[src/rtl/overlay_fetch_if.sv]
// Read port between the overlay prefetcher (master) and the SDRAM controller (slave).
//  ram_addr  : read byte address, valid while ram_rd=1
//  ram_rd    : single-cycle read request pulse
//  ram_ready : controller initialised; gates new requests only
//  ram_valid : single-cycle pulse, ram_data holds the response
//  ram_data  : {a[3:0],b[3:0],g[3:0],r[3:0]}
interface overlay_fetch_if #(
  parameter int unsigned ADDR_W = 25
);
  logic [ADDR_W-1:0] ram_addr;
  logic              ram_rd;
  logic              ram_ready;
  logic              ram_valid;
  logic [15:0]       ram_data;

  modport master (
    output ram_addr, ram_rd,
    input  ram_ready, ram_valid, ram_data
  );

  modport slave (
    input  ram_addr, ram_rd,
    output ram_ready, ram_valid, ram_data
  );
endinterface

[src/rtl/overlay_fetch.sv]
// Overlay artwork prefetcher: fetches ARGB4444 words from SDRAM into a small FIFO
// ahead of the raster and hands one word to the colour mixer per active ce_pix.
//  clk_sys, reset_n : clock, async active-low reset
//  enable           : overlay in use; 0 flushes and outputs black
//  low_res          : 1 = stride 2*RES_BYTES, 0 = RES_BYTES
//  ce_pix, hblank, vblank : raster timing
//  ram              : SDRAM read port (master side)
//  pix_argb         : current overlay pixel (registered)
//  underflow        : sticky, active pixel requested while FIFO empty
module overlay_fetch #(
  parameter int unsigned ADDR_W    = 25,
  parameter int unsigned FIFO_LOG2 = 4,
  parameter int unsigned RES_BYTES = 2
) (
  input  logic                   clk_sys,
  input  logic                   reset_n,
  input  logic                   enable,
  input  logic                   low_res,
  input  logic                   ce_pix,
  input  logic                   hblank,
  input  logic                   vblank,
  overlay_fetch_if.master        ram,
  output logic [15:0]            pix_argb,
  output logic                   underflow
);

  localparam int unsigned DEPTH = 1 << FIFO_LOG2;
  localparam int unsigned CNT_W = FIFO_LOG2 + 1;

  typedef enum logic [1:0] {IDLE, REQ, WAIT} state_t;

  state_t              state, state_next;
  logic                discard, discard_next;
  logic                rd_q, rd_next;
  logic [ADDR_W-1:0]   addr_q, addr_next;
  logic [ADDR_W-1:0]   fetch_addr, fetch_addr_next;
  logic                vblank_q;

  logic [15:0]          mem [DEPTH];
  logic [FIFO_LOG2-1:0] wr_ptr, rd_ptr;
  logic [CNT_W-1:0]     count;

  logic                 frame_start_c;
  logic                 flush_c;
  logic                 push_c;
  logic                 pop_c;
  logic                 empty_c;
  logic                 pop_ok_c;
  logic [ADDR_W-1:0]    stride_c;

  assign frame_start_c = vblank & ~vblank_q;
  assign flush_c       = frame_start_c | ~enable;
  assign pop_c         = ce_pix & ~hblank & ~vblank & enable;
  assign empty_c       = (count == '0);
  assign pop_ok_c      = pop_c & ~empty_c;
  assign stride_c      = low_res ? ADDR_W'(2 * RES_BYTES) : ADDR_W'(RES_BYTES);

  assign ram.ram_rd   = rd_q;
  assign ram.ram_addr = addr_q;

  // Fetch FSM state and registered request outputs
  always_ff @(posedge clk_sys or negedge reset_n) begin
    if (!reset_n) begin
      state      <= IDLE;
      discard    <= 1'b0;
      rd_q       <= 1'b0;
      addr_q     <= '0;
      fetch_addr <= '0;
      vblank_q   <= 1'b0;
    end else begin
      state      <= state_next;
      discard    <= discard_next;
      rd_q       <= rd_next;
      addr_q     <= addr_next;
      fetch_addr <= fetch_addr_next;
      vblank_q   <= vblank;
    end
  end

  // Next-state: one read outstanding; a flush while a read is in flight drops its word
  always_comb begin
    state_next      = state;
    discard_next    = discard;
    rd_next         = 1'b0;
    addr_next       = addr_q;
    fetch_addr_next = fetch_addr;
    push_c          = 1'b0;
    case (state)
      IDLE: begin
        // count < DEPTH here also bounds count+outstanding, since nothing is in flight
        if (!flush_c && ram.ram_ready && (count < CNT_W'(DEPTH))) begin
          state_next      = REQ;
          rd_next         = 1'b1;
          addr_next       = fetch_addr;
          fetch_addr_next = fetch_addr + stride_c;
        end
      end
      REQ: begin
        state_next = WAIT;
        if (flush_c) discard_next = 1'b1;
      end
      WAIT: begin
        if (ram.ram_valid) begin
          state_next   = IDLE;
          push_c       = ~discard & ~flush_c;
          discard_next = 1'b0;
        end else if (flush_c) begin
          discard_next = 1'b1;
        end
      end
      default: state_next = IDLE;
    endcase
    if (flush_c) fetch_addr_next = '0;
  end

  // FIFO storage, no reset needed
  always_ff @(posedge clk_sys) begin
    if (push_c) mem[wr_ptr] <= ram.ram_data;
  end

  // FIFO pointers and occupancy
  always_ff @(posedge clk_sys or negedge reset_n) begin
    if (!reset_n) begin
      wr_ptr <= '0;
      rd_ptr <= '0;
      count  <= '0;
    end else if (flush_c) begin
      wr_ptr <= '0;
      rd_ptr <= '0;
      count  <= '0;
    end else begin
      if (push_c)   wr_ptr <= wr_ptr + FIFO_LOG2'(1);
      if (pop_ok_c) rd_ptr <= rd_ptr + FIFO_LOG2'(1);
      count <= count + CNT_W'(push_c) - CNT_W'(pop_ok_c);
    end
  end

  // Pixel output and sticky underflow
  always_ff @(posedge clk_sys or negedge reset_n) begin
    if (!reset_n) begin
      pix_argb  <= '0;
      underflow <= 1'b0;
    end else begin
      if (!enable) begin
        pix_argb <= '0;
      end else if (pop_c) begin
        if (empty_c) begin
          pix_argb  <= '0;
          underflow <= 1'b1;
        end else begin
          pix_argb  <= mem[rd_ptr];
        end
      end
      // vblank is high at a frame start, so this never races a pop
      if (frame_start_c) underflow <= 1'b0;
    end
  end

endmodule
[src/flat_wrapper.sv]
// flat-port wrapper written by rule: the top's interface ports become plain ports
module overlay_fetch_flat 
#(
  parameter int unsigned ADDR_W    = 25,
  parameter int unsigned FIFO_LOG2 = 4,
  parameter int unsigned RES_BYTES = 2
)
  (clk_sys, reset_n, enable, low_res, ce_pix, hblank, vblank, pix_argb, underflow, ram_ram_addr, ram_ram_rd, ram_ram_ready, ram_ram_valid, ram_ram_data);
  overlay_fetch_if #(.ADDR_W(ADDR_W)) ram_i ();
  input  logic clk_sys;
  input  logic reset_n;
  input  logic enable;
  input  logic low_res;
  input  logic ce_pix;
  input  logic hblank;
  input  logic vblank;
  output logic [15:0] pix_argb;
  output logic underflow;
  output wire logic [$bits(ram_i.ram_addr)-1:0] ram_ram_addr;
  output wire logic [$bits(ram_i.ram_rd)-1:0] ram_ram_rd;
  input wire logic [$bits(ram_i.ram_ready)-1:0] ram_ram_ready;
  input wire logic [$bits(ram_i.ram_valid)-1:0] ram_ram_valid;
  input wire logic [$bits(ram_i.ram_data)-1:0] ram_ram_data;
  assign ram_ram_addr = ram_i.ram_addr;
  assign ram_ram_rd = ram_i.ram_rd;
  assign ram_i.ram_ready = ram_ram_ready;
  assign ram_i.ram_valid = ram_ram_valid;
  assign ram_i.ram_data = ram_ram_data;
  overlay_fetch #(.ADDR_W(ADDR_W), .FIFO_LOG2(FIFO_LOG2), .RES_BYTES(RES_BYTES)) u_core (.clk_sys(clk_sys), .reset_n(reset_n), .enable(enable), .low_res(low_res), .ce_pix(ce_pix), .hblank(hblank), .vblank(vblank), .ram(ram_i), .pix_argb(pix_argb), .underflow(underflow));
endmodule
[config.mk]
export PLATFORM = sky130hd
export DESIGN_NAME = overlay_fetch_flat
export DESIGN_NICKNAME = d
export VERILOG_FILES = /design/src/rtl/overlay_fetch_if.sv /design/src/rtl/overlay_fetch.sv /design/src/flat_wrapper.sv
export SDC_FILE = /design/constraint.sdc
export NUM_CORES = 1
export LEC_CHECK = 0
export CAP_MARGIN = 0
export CORE_MARGIN = 1
export CORE_UTILIZATION = 35
export CTS_CLUSTER_DIAMETER = 200
export DETAILED_ROUTE_END_ITERATION = 10
export HOLD_SLACK_MARGIN = 0.06
export PLACE_DENSITY = 0.61
export SLEW_MARGIN = 20
export SYNTH_ARGS = -nofsm -noshare
export SYNTH_HDL_FRONTEND = slang
export SYNTH_SLANG_ARGS = --single-unit
export TNS_END_PERCENT = 30
[constraint.sdc]
create_clock -name clk_sys -period 3.4 [get_ports clk_sys]
set_input_delay 0.34 -clock clk_sys [delete_from_list [all_inputs] [get_ports clk_sys]]
set_output_delay 0.34 -clock clk_sys [all_outputs]
set_load 0.005 [all_outputs]
Yosys cells after proc, flatten, opt, wreduce, memory -nomap -nowiden --
Memory sizes are Yosys's and may differ from the RTL's. Cells that the tools add are included.
Operators by class: add/subtract/negate cells 5, order comparisons 1, eq/ne operators 5, muxes and demuxes 28, bitwise logic cells 14, reductions and logical operators 17
Operator list (number):
- $mux 25 | 3
- $mux 16 | 3
- $add 25x25->25 | 1
- $mux 4 | 4
- $reduce_bool 2->1 | 8
- $mux 1 | 12
- $add 4x1->4 const B | 2
- $not 1->1 | 7
- $and 1x1->1 | 6
- $pmux 2 s3 | 1
- $reduce_and 2->1 | 3
- $add 5x1->5 | 1
- $logic_not 5->1 | 1
- $lt 5x5->1 const B | 1
- $mux 5 | 1
- $sub 5x1->5 | 1
- $mux 2 | 2
- $ne 2x1->1 const B | 2
- $mux 3 | 1
- $reduce_and 3->1 | 1
- $eq 2x1->1 const B | 1
- $eq 2x2->1 const B | 1
- $logic_and 1x1->1 | 2
- $logic_not 2->1 | 1
- 4 further kinds | 4
Word-level totals: bits in registers 85, memory bits (writable) 256, bits of input ports 25, output and inout bits 43, word-level logic and storage cells 82, memories 1
Memory list:
- u_core.mem | words 16, bits a word 16, read ports 1, clocked after memory_dff 0, wr ports 1, line overlay_fetch.sv:39 | logic [15:0] mem [DEPTH];

Logic depth before layout (Yosys ltp) --
word-level depth 10, depth in mapped cells 15, depth with buffers taken out 13

Least setup slack after synthesis --
Ideal clock, no wire load.
path type register to register, start point register u_core.count[3], end point register u_core.count[4], setup time 126 ps, arrival 2834 ps, required time 3274 ps, slack 441 ps, cell stages (with the launch flop) 16, path buffers 2, period minus slack after synthesis 2959 ps, cell sequence dfrtp_1 -> inv_1 -> ha_1 -> or4b_1 -> clkbuf_1 -> and2_1 -> clkbuf_1 -> ha_1 -> inv_1 -> ha_1 -> inv_1 -> fa_1 -> nand2b_1 -> a21oi_1 -> o21ai_0 -> nor3b_1
Between the ends: word-level cells in the longest chain between the ends 5, elaborated cells on any way between the ends 6, classes of those cells 2 x add/sub; 1 x mux; 2 x bitwise; 1 x reduce/logical
Ends and longest elaborated chain:
- start, declared | line overlay_fetch.sv:41 | logic [CNT_W-1:0] count;
- start signal, assigned | line overlay_fetch.sv:134 | count <= count + CNT_W'(push_c) - CNT_W'(pop_ok_c);
- branches (longest 3 deep; another with $add 5x1->5)
- $sub 5x1->5 * | line overlay_fetch.sv:134
- $mux 5 * | line overlay_fetch.sv:127 | end else if (flush_c) begin
Mark *: on every way between the ends. A chain may end at the register's enable or synchronous reset.

Worst setup path after layout --
start point register u_core.count[2], end point register u_core.count[4]
Same word-level chain as after synthesis.

==> impl_metrics.toml <==
[setup_path]
crit_path_cell_trace = "inv_1, ha_1, or4b_1, and2_1, ha_1, inv_1, ha_1, inv_1, fa_1, nand2b_1, a21oi_1, o21ai_0, nor3b_1"
worstPathArrival_ns = 3.34
worst-path-buf-inv = 3
startpoint = "u_core.count[2]$_DFF_PN0_"
cp_slowest_cell = "or4b_1"
cp-end-kind = "flip-flop"
critPathKind = "flip-flop to flip-flop"
path_max_fanout = 4
rr_startpoint = "u_core.count[2]$_DFF_PN0_"
r2r_slack_ns = 0.41
cp-start-kind = "flip-flop"
slowest_delay_ns = 0.45
crit_required_ns = 3.75
crit_family = "simple AND/OR/NAND/NOR gates"

[synthesis]
synth_warnings = 0
synth-edff-count = 256
synth_compound_area_share_pct = 2.933
synth-async-reset-ratio_pct = 24.48
synth_top_family_by_area = "multiplexers"
synth-xor-area-share_pct = 0.7674
synth_area_um2 = 13700
yosysSeqAreaShare_pct = 71.30
syn_inst = 771
postSynthAreaPerCell_um2 = 17.76
synthDistinctLibCells = 50
synth_area_leaders = "edfxtp_1 (56%), dfrtp_1 (15%), mux4_2 (11%), mux2i_1 (2.3%), mux2_2 (2.1%)"
ys_ff_latch = 339
synthFlopType = "edfxtp_1"
synth_fa_ha_area_share_pct = 1.754
synth-simple-area-share_pct = 6.130
yosys.area.top_type = "edfxtp_1"
synth_mux_area_share_pct = 14.92
syn_nets = 814
yosysTopAreaCellShare_pct = 56.13

[sta]
max_slew_margin_pct = 37.37
worst_pin_slew_ns = 0.9372
timing.final.hold_violations = 0
min_period_ns = 2.989
setup_viol = 0
rsz0062_at_grt = "no"
tns_ns = 0
slew_viol_final = 0
post-route-period-util_pct = 87.91
max_freq_mhz = 334.6
fin_skew_ns = 0.01503
layout_setup_ws_ns = 0.4110

[grt]
grt_max_degree = 60
grt_first_pass_wirelength_mm = 44.16
antenna_found_initial = 0
grt_pass1_vias = 7383
overflow = 0
grt_use_total_pct = 14.88

[power]
leakage_nw = 5.744
clkPwrFrac_pct = 43.3
p_seq_share_pct = 51.8
powerDensity_nw_per_um2 = 534.1
vdd_ir_drop_max_mv = 0.3373
swShare_pct = 20.74
combinationalPowerShare_pct = 4.9
p_sw_mw = 1.816
intPower_mw = 6.938

[clocking]
cts_tree = "done"
cts-resized-gates = 0
numCtsBuffers = 36
clkSinkCount = 339
cts.clk_slew.worst_paths_ns = 0.06
clock_latency_ns = 0.52
cts-root-buf = "clkbuf_16"
ctsHoldBuffers = 1
postCtsSetupBuffers = 0
clockBufferDepth = 3
h-tree-depth = 2

[status]
status = "complete, no violations"

[floorplanning]
core_um2 = 38650
die_x_um = 199.8
num_rows = 72
fp.dieH_um = 199.8
ios = 68
dieArea_um2 = 39930
start_util_pct = 35.44

[route]
num_vias = 7145
wl_per_cell_um = 20.21
routed_via_density = 5.049
dr.first_iter.drc_count = 327
drc = 0
drt-total-wl_mm = 28.60
dr.pass1.iters = 4
ant_nets = 0

[placed_design]
gp_congestion = 0.7602
dpl-instance-area_um2 = 15240
portBuffers = 66
hpwlAfterDp_mm = 17.65
post-place-ws_ns = 0.2753

[final_layout]
fill_cells = 3396
drive_above_1_share_pct = 21.65
fin_area_um2 = 16390
multi_input_area_um2 = 3687
syn_to_final_growth_pct = 19.67
nNetsFinal = 912
regArea_um2 = 9769

[min_path]
hold_start = "vblank"
hold_class = "input port to flip-flop"

[run]
drv_cap = 0
cell usage after synthesis (all sizes together) (2+ instances only):
master and instances:
o31ai 6, or4 4, nand4 8, inv 33, and2 3, ha 16
or3 4, buf 20, mux2i 32, mux2 25, nand3b 3, nor4 10
nand2 23, fa 2, xor2 6, and4 3, o22ai 15, a21oi 13
o21ai 4, nor2 30, clkbuf 19, xnor2 6, nand3 10, nand2b 14
nor2b 18, nor3 6, dfrtp 83, mux4 64, and3 5, edfxtp 256
a211o 15, or4b 2
power groups by stage:
stage	Combinational, mW	Sequential (mW)	Clock [mW]
6_report	0.425	4.54	3.79
5_1_grt	0.478	4.54	4.05
4_1_cts	0.433	4.54	3.89
3_5_place_dp	0.432	4.62	0
3_3_place_gp	0.420	4.62	0
2_1_floorplan	0.235	4.61	0
final cells by class:
class,instances,share of cell area (%)
Antenna cell,1,0.01527
Clock buffer,53,6.008
Clock inverter,12,0.9314
Inverter,33,0.7558
Multi-Input combinational cell,360,22.50
Sequential cell,339,59.61
Tap cell,518,3.954
Timing Repair Buffer,99,6.229
final timing paths:
check,cells past startpoint,endpoint
min in group asynchronous,2,u_core.ram.ram_addr[4]$_DFFE_PN0P_
worst min register to register,1,u_core.pix_argb[3]$_DFFE_PN0P_
worst max register to register,13,u_core.count[4]$_DFF_PN0_
worst min-delay path,1,u_core.vblank_q$_DFF_PN0_
max in group asynchronous,3,u_core.pix_argb[10]$_DFFE_PN0P_
worst max-delay path,13,u_core.count[4]$_DFF_PN0_
through the flow:
step	hold WS, ns	power [mW]	util (%)	std cells
after CTS	0.3608	8.857	42.40	1414
after floorplan	0.04441	4.847	-	771
after global routing	0.3943	9.065	42.40	1414
final	0.3830	8.754	42.41	1415
after global placement	0.4773	5.039	39.43	1348
after detailed placement	0.4834	5.053	39.43	1348
routing by layer:
layer | vias to the layer above | global-route usage (%) | wire [um]
met4 | 0 | 4.354 | 656
met2 | 173 | 24.18 | 13700
li1 | 3206 | - | -
met5 | - | 0 | 0
met3 | 48 | 2.302 | 1243
met1 | 3718 | 20.73 | 13010
cells by family after synthesis:
group / count (synthesis)
XOR/XNOR: 12
multiplexers: 121
adder cells (fa/ha/maj): 18
AO/OA/AOI/OAI: 59
buffers and inverters: 72
other: 1
flip-flops: 339
AND/OR/NAND/NOR: 149
state kept, by name, summed over array words and instances (netlist names):
| register | flops |
|---|---|
| u_core.mem | 256 |
| u_core.fetch_addr | 24 |
| u_core.ram.ram_addr | 24 |
| u_core.pix_argb | 16 |
| u_core.count | 5 |
| u_core.rd_ptr | 4 |
| u_core.wr_ptr | 4 |
| u_core.state | 2 |
| u_core.discard | 1 |
| u_core.ram.ram_rd | 1 |
| u_core.underflow | 1 |
| u_core.vblank_q | 1 |
layout by cell type, fill, tap and decap left out, types with 23 or more instances in the layout:
cell             instances
mux2i_1                 32
mux2_2                  25
clkbuf_16               36
mux4_2                  64
dfrtp_1                 81
edfxtp_1               256
inv_1                   33
nand2_1                 23
buf_4                   24
clkdlybuf4s50_1         65
Power figures use the tool's default switching activity.
